File: config.mk
export PLATFORM = sky130hd
export DESIGN_NAME = flash_read_ctrl
export DESIGN_NICKNAME = d
export VERILOG_FILES = /design/src/rtl/flash_pkg.sv /design/src/rtl/timeout_counter.sv /design/src/rtl/flash_read_ctrl.sv
export SDC_FILE = /design/constraint.sdc
export NUM_CORES = 1
export LEC_CHECK = 0
export BUFFER_PORTS_ARGS = -buffer_cell sky130_fd_sc_hd__buf_2
export CAP_MARGIN = 20
export CORE_ASPECT_RATIO = 0.75
export CORE_MARGIN = 2
export CORE_UTILIZATION = 35
export CTS_CLUSTER_SIZE = 24
export DETAILED_ROUTE_END_ITERATION = 12
export PLACE_DENSITY = 0.62
export SYNTH_ARGS = -nofsm -noshare
export SYNTH_HDL_FRONTEND = slang
export SYNTH_SLANG_ARGS = --single-unit
File: constraint.sdc
create_clock -name clk -period 1.7 [get_ports clk]
set_input_delay 0.34 -clock clk [delete_from_list [all_inputs] [get_ports clk]]
set_output_delay 0.34 -clock clk [all_outputs]
set_load 0.03 [all_outputs]
File: src/rtl/flash_pkg.sv
// Shared types and defaults for flash read clients.
// Latency: n/a (declarations only).
// Backpressure: n/a.
package flash_pkg;

  localparam int FLASH_ADDR_W = 23;  // flash word address, not byte address
  localparam int FLASH_DATA_W = 32;

  // Every flash read fetches a whole word, so each byte lane is enabled.
  localparam logic FLASH_BE_BIT = 1'b1;

  typedef enum logic [2:0] {
    ST_IDLE,
    ST_ISSUE,
    ST_WAIT_VALID,
    ST_DONE,
    ST_RELEASE
  } flash_rd_state_e;

endpackage

File: src/rtl/timeout_counter.sv
// Saturating cycle counter with a terminal-count flag, for bounding bus waits.
// Latency: tc rises LIMIT-1 enabled cycles after clr; clr takes effect next cycle.
// Backpressure: none; counts whenever en is high and holds at LIMIT-1.
//
// Ports: clk, reset (async, active-low), clr (sync clear, wins over en),
//        en (count enable), tc (count has reached LIMIT-1).
module timeout_counter #(
  parameter int LIMIT = 1024  // must be >= 2
) (
  input  logic clk,
  input  logic reset,
  input  logic clr,
  input  logic en,
  output logic tc
);

  localparam int               CNT_W  = $clog2(LIMIT);
  localparam logic [CNT_W-1:0] TC_VAL = CNT_W'(LIMIT - 1);

  logic [CNT_W-1:0] cnt_q;
  logic [CNT_W-1:0] cnt_d;

  always_comb begin
    cnt_d = cnt_q;
    if (clr) begin
      cnt_d = '0;
    end else if (en && (cnt_q != TC_VAL)) begin
      // Saturate at the terminal value instead of wrapping back to zero.
      cnt_d = cnt_q + 1'b1;
    end
  end

  always_ff @(posedge clk or negedge reset) begin
    if (!reset) begin
      cnt_q <= '0;
    end else begin
      cnt_q <= cnt_d;
    end
  end

  assign tc = (cnt_q == TC_VAL);

endmodule

File: src/rtl/flash_read_ctrl.sv
// Single-word flash reader: level request in, one Avalon-MM pipelined read out, done pulse back.
// Latency: 3 cycles from start_read sampled to read_done_flag with zero wait and 1-cycle data.
// Backpressure: holds the read strobe while waitrequest is high; timeout aborts with a zero word.
//
// Ports: clk, reset (async, active-low)
//   requester side: start_read, read_address -> flash_data, read_done_flag, read_error, busy
//   Avalon side:    flash_mem_read/address/byteenable -> waitrequest, readdata, readdatavalid
module flash_read_ctrl
  import flash_pkg::*;
#(
  parameter int ADDR_W         = FLASH_ADDR_W,
  parameter int DATA_W         = FLASH_DATA_W,
  parameter int TIMEOUT_CYCLES = 1024
) (
  input  logic                clk,
  input  logic                reset,
  input  logic                start_read,
  input  logic [ADDR_W-1:0]   read_address,
  output logic [DATA_W-1:0]   flash_data,
  output logic                read_done_flag,
  output logic                read_error,
  output logic                busy,
  output logic                flash_mem_read,
  output logic [ADDR_W-1:0]   flash_mem_address,
  output logic [DATA_W/8-1:0] flash_mem_byteenable,
  input  logic                flash_mem_waitrequest,
  input  logic [DATA_W-1:0]   flash_mem_readdata,
  input  logic                flash_mem_readdatavalid
);

  flash_rd_state_e   state_q,      state_d;
  logic [DATA_W-1:0] flash_data_q, flash_data_d;
  logic              done_q,       done_d;
  logic              error_q,      error_d;
  logic              rd_q,         rd_d;
  logic [ADDR_W-1:0] addr_q,       addr_d;

  logic cnt_clr;
  logic cnt_en;
  logic cnt_tc;

  // The counter restarts on every accepted request and only runs while the
  // bus transaction is outstanding.
  assign cnt_clr = (state_q == ST_IDLE) && start_read;
  assign cnt_en  = (state_q == ST_ISSUE) || (state_q == ST_WAIT_VALID);

  timeout_counter #(
    .LIMIT (TIMEOUT_CYCLES)
  ) u_timeout (
    .clk   (clk),
    .reset (reset),
    .clr   (cnt_clr),
    .en    (cnt_en),
    .tc    (cnt_tc)
  );

  always_comb begin
    state_d      = state_q;
    flash_data_d = flash_data_q;
    done_d       = 1'b0;
    error_d      = error_q;
    rd_d         = rd_q;
    addr_d       = addr_q;

    case (state_q)
      ST_IDLE: begin
        if (start_read) begin
          addr_d  = read_address;
          error_d = 1'b0;
          rd_d    = 1'b1;
          state_d = ST_ISSUE;
        end
      end

      ST_ISSUE: begin
        if (cnt_tc) begin
          rd_d         = 1'b0;
          flash_data_d = '0;
          error_d      = 1'b1;
          done_d       = 1'b1;
          state_d      = ST_DONE;
        end else if (!flash_mem_waitrequest) begin
          // Command accepted at this edge; strobe drops so only one read is issued.
          rd_d    = 1'b0;
          state_d = ST_WAIT_VALID;
        end
      end

      ST_WAIT_VALID: begin
        // Data arriving in the timeout cycle still counts as a good read.
        if (flash_mem_readdatavalid) begin
          flash_data_d = flash_mem_readdata;
          done_d       = 1'b1;
          state_d      = ST_DONE;
        end else if (cnt_tc) begin
          flash_data_d = '0;
          error_d      = 1'b1;
          done_d       = 1'b1;
          state_d      = ST_DONE;
        end
      end

      ST_DONE: begin
        state_d = ST_RELEASE;
      end

      ST_RELEASE: begin
        // Requester holds start_read until it sees done; wait for it to drop
        // so the same request is not served twice.
        if (!start_read) begin
          state_d = ST_IDLE;
        end
      end

      default: begin
        rd_d    = 1'b0;
        state_d = ST_IDLE;
      end
    endcase
  end

  always_ff @(posedge clk or negedge reset) begin
    if (!reset) begin
      state_q      <= ST_IDLE;
      flash_data_q <= '0;
      done_q       <= 1'b0;
      error_q      <= 1'b0;
      rd_q         <= 1'b0;
      addr_q       <= '0;
    end else begin
      state_q      <= state_d;
      flash_data_q <= flash_data_d;
      done_q       <= done_d;
      error_q      <= error_d;
      rd_q         <= rd_d;
      addr_q       <= addr_d;
    end
  end

  assign flash_data           = flash_data_q;
  assign read_done_flag       = done_q;
  assign read_error           = error_q;
  assign flash_mem_read       = rd_q;
  assign flash_mem_address    = addr_q;
  assign flash_mem_byteenable = {(DATA_W/8){FLASH_BE_BIT}};
  assign busy                 = (state_q != ST_IDLE);

endmodule

==> flow_metrics.env <==
export IMPL_worstMarginPinSlew_ns=0.6123
export IMPL_grt_overflow=0
export IMPL_ant_nets=0
export IMPL_firstDrtPassIters=4
export IMPL_timing_rr_start="u_timeout.cnt_q[0]$_DFFE_PN0P_"
export IMPL_first_global_vias=2364
export IMPL_synth_most_common_cell="nand2_1"
export IMPL_synth_seq_cells=71
export IMPL_io_pins=123
export IMPL_core_mm2=0.008023
export IMPL_fin_cells=512
export IMPL_grt_max_degree=72
export IMPL_chipHeight_um=83.41
export IMPL_yosys_most_used_dff="dfrtp_1"
export IMPL_yosysSeqAreaShare_pct=60.37
export IMPL_cts_sinks=71
export IMPL_place_area_mm2=0.003739
export IMPL_num_vias=2449
export IMPL_nets=463
export IMPL_vdd_ir_drop_max_mv=0.9133
export IMPL_drc_errors=0
export IMPL_synth_top_cell_by_area="dfrtp_1"
export IMPL_synth_xor_area_share_pct=1.531
export IMPL_period_minus_slack_ns=1.674
export IMPL_stdcell_area_mm2=0.004033
export IMPL_hold_class="in -> async"
export IMPL_die_w_um=109.9
export IMPL_cp_required_ns=1.36
export IMPL_relSlewSlack_pct=59.18
export IMPL_drv_slew=0
export IMPL_yosys_cell_types_count=44
export IMPL_cpPeakStageDelay_ns=0.50
export IMPL_cap_violations=0
export IMPL_postSynthCellCount=269
export IMPL_setup_slack_ns=0.02576
export IMPL_crit_slowest_cell="dfrtp_1"
export IMPL_grt_setup_unrepaired="true"
export IMPL_start_util_pct=36.68
export IMPL_max_freq_mhz=597.3
export IMPL_clk_pin_slew_worst_paths_ns=0.07
export IMPL_p_leak_nw=2.164
export IMPL_status="complete, no violations"
export IMPL_placedCellCount=494
export IMPL_gp_congestion=0.8146
export IMPL_io_buffer_count=118
export IMPL_cts_max_level=3
export IMPL_crit_buf_inv=2
export IMPL_netlist_area_mm2=0.002943
export IMPL_async_flop_share_pct=100.0
export IMPL_post_place_ws_ns=0.04006
export IMPL_synth_common_cells="81 x nand2_1, 71 x dfrtp_1, 32 x a22o_1, 9 x buf_2, 7 x o21ai_0"
export IMPL_path_delay_family="flip-flops"
export IMPL_path_cells="inv_1, nand2_1, buf_2"
export IMPL_start_kind="flip-flop"
export IMPL_final_util_pct=50.27
export IMPL_cts_tree="built"
export IMPL_via_per_inst=4.783
export IMPL_r2r_cells=5
export IMPL_drive_above_1_share_pct=41.03
export IMPL_arrival_ns=1.33
export IMPL_critPathMaxFanout=7
export IMPL_crit_type="reg -> out"
export IMPL_drt_iter0_drc=127
export IMPL_synth_edf_count=0
export IMPL_grt_first_pass_wirelength_um=11830
export IMPL_finalCritPeriodShare_pct=98.48
export IMPL_cts_inserted_buffers=9
export IMPL_drt_wirelength_per_cell_um=13.96
export IMPL_synth_area_leaders="dfrtp_1 60%, nand2_1 10%, a22o_1 9.5%"
export IMPL_postCtsHoldBufs=0
export IMPL_antenna_found_initial=0
export IMPL_yosys_warnings=0
export IMPL_setup_viol=0
export IMPL_hpwl_um=5055
export IMPL_yosysTopAreaCellShare_pct=60.37
export IMPL_core_rowCount=28
export IMPL_totalWireLength_um=7147
export IMPL_worstSkewPairLatency_ns=0.34
export IMPL_syn_avg_cell_area_um2=10.94
export IMPL_synth_compound_area_share_pct=16.11
export IMPL_synth_adder_area_share_pct=0.4252
export IMPL_nFillCells=748
export IMPL_antenna_diode_count=0
export IMPL_track_usage_pct=16.42
export IMPL_finalHoldViolCount=0
export IMPL_cts_root_buffer="clkbuf_8"
export IMPL_synth_top_family_by_area="simple AND/OR/NAND/NOR gates"
export IMPL_reg2reg_setup_slack_ns=0.04
export IMPL_die_area_mm2=0.009165
export IMPL_areaGrowthSynthToFinish_pct=37.03
export IMPL_clockBufferDepth=2
export IMPL_setup_tns_ns=0
export IMPL_end_kind="primary output"
export IMPL_power_density_mw_per_mm2=2128
export IMPL_reg2reg_to="u_timeout.cnt_q[5]$_DFFE_PN0P_"
export IMPL_fin_skew_ns=0.005547
export IMPL_synth_mux_area_share_pct=0.3401
export IMPL_synth_simple_gate_area_share_pct=16.88
[cell families (layout without fill, tap and decap cells)]
family                   Yosys count  in the layout
other                              1              4
multiplexers                       1              1
buffers and inverters             22            157
XOR/XNOR                           3              3
AND/OR/NAND/NOR                  110            110
adder cells (fa/ha/maj)            1              1
flip-flops                        71             71
AO/OA/AOI/OAI                     60             60
[power by group]
group / total, mW / leakage (nW) / switching, mW / internal (mW)
Sequential: 2.88 / 0.872 / 0.449 / 2.43
Combinational: 4.02 / 1.16 / 2.59 / 1.43
Clock: 1.68 / 0.130 / 0.623 / 1.05
Total: 8.58 / 2.16 / 3.66 / 4.92
[registers in the layout, indices dropped and copies added (netlist names)]
| register | cells |
|---|---|
| flash_data | 32 |
| flash_mem_address | 23 |
| u_timeout.cnt_q | 10 |
| flash_mem_read | 1 |
| read_done_flag | 1 |
| read_error | 1 |
| state_q | 3 |
[layout make-up]
type	count	area [µm²]	share of cell area (%)
sequential	71	1779	44.12
clock inverter	5	103.9	2.575
inverter	3	11.26	0.2792
tap	105	131.4	3.258
multi-input combinational	179	1065	26.40
timing repair buffer	138	790.8	19.61
clock buffer	11	151.4	3.754
[how the worst max path moves through the flow]
stage	startpoint	to	slack, ns	depth (start not counted)
floorplan	u_timeout.cnt_q[0]$_DFFE_PN0P_	u_timeout.cnt_q[5]$_DFFE_PN0P_	0.01	5
global placement	u_timeout.cnt_q[0]$_DFFE_PN0P_	u_timeout.cnt_q[5]$_DFFE_PN0P_	0.06	5
detailed placement	state_q[0]$_DFFE_PN0P_	flash_data[5]$_DFFE_PN0P_	0.04	3
CTS	state_q[0]$_DFFE_PN0P_	busy	0.0002	4
global route	state_q[0]$_DFFE_PN0P_	u_timeout.cnt_q[6]$_DFFE_PN0P_	-0.05	5
finish	state_q[2]$_DFFE_PN0P_	busy	0.03	3
[timing repair]
item | CTS | global route
setup buffers | 0 | 2
pin swaps | 0 | 2
setup endpoints to repair | 1 | 16
gates resized for setup | 2 | 3
[worst reg2reg max path, cell delays in order (launching register included)]
cell and delay, ns:
dfrtp_1 0.38, ha_2 0.19, and4_4 0.16, a311o_1 0.37
or4_1 0.40, o21ai_1 0.09
[routing by layer]
| layer | track usage (%) | part of all wire [%] |
|---|---|---|
| met1 | 25.16 | 50 |
| met2 | 22.09 | 42 |
| met3 | 5.102 | 5.9 |
| met4 | 4.488 | 1.1 |
| met5 | 0 | 0 |
[cells in the final DEF (no fill, tap or decap), drive strengths merged, types with 2 or more instances in the layout]
master and instances:
nor2b 2, or4 3, a22o 32, and4 3, a31oi 2, o31ai 2, o311ai 2, conb 4
a21oi 6, dfrtp 71, buf 138, a311oi 2, bufinv 3, nand3 3, o21ai 8, inv 3
and2 2, clkbuf 11, and3 5, clkinv 2, nand2 82, nor2 5, xnor2 2
[per-stage QoR]
stage	power (mW)	hold slack, ns
6_report	8.580	0.0001630
5_1_grt	9.128	0.02327
4_1_cts	8.594	0.01342
3_5_place_dp	6.869	0.3959
3_3_place_gp	6.799	0.4011
2_1_floorplan	5.551	0.04441
No activity file was read; power rests on OpenSTA's default activity.
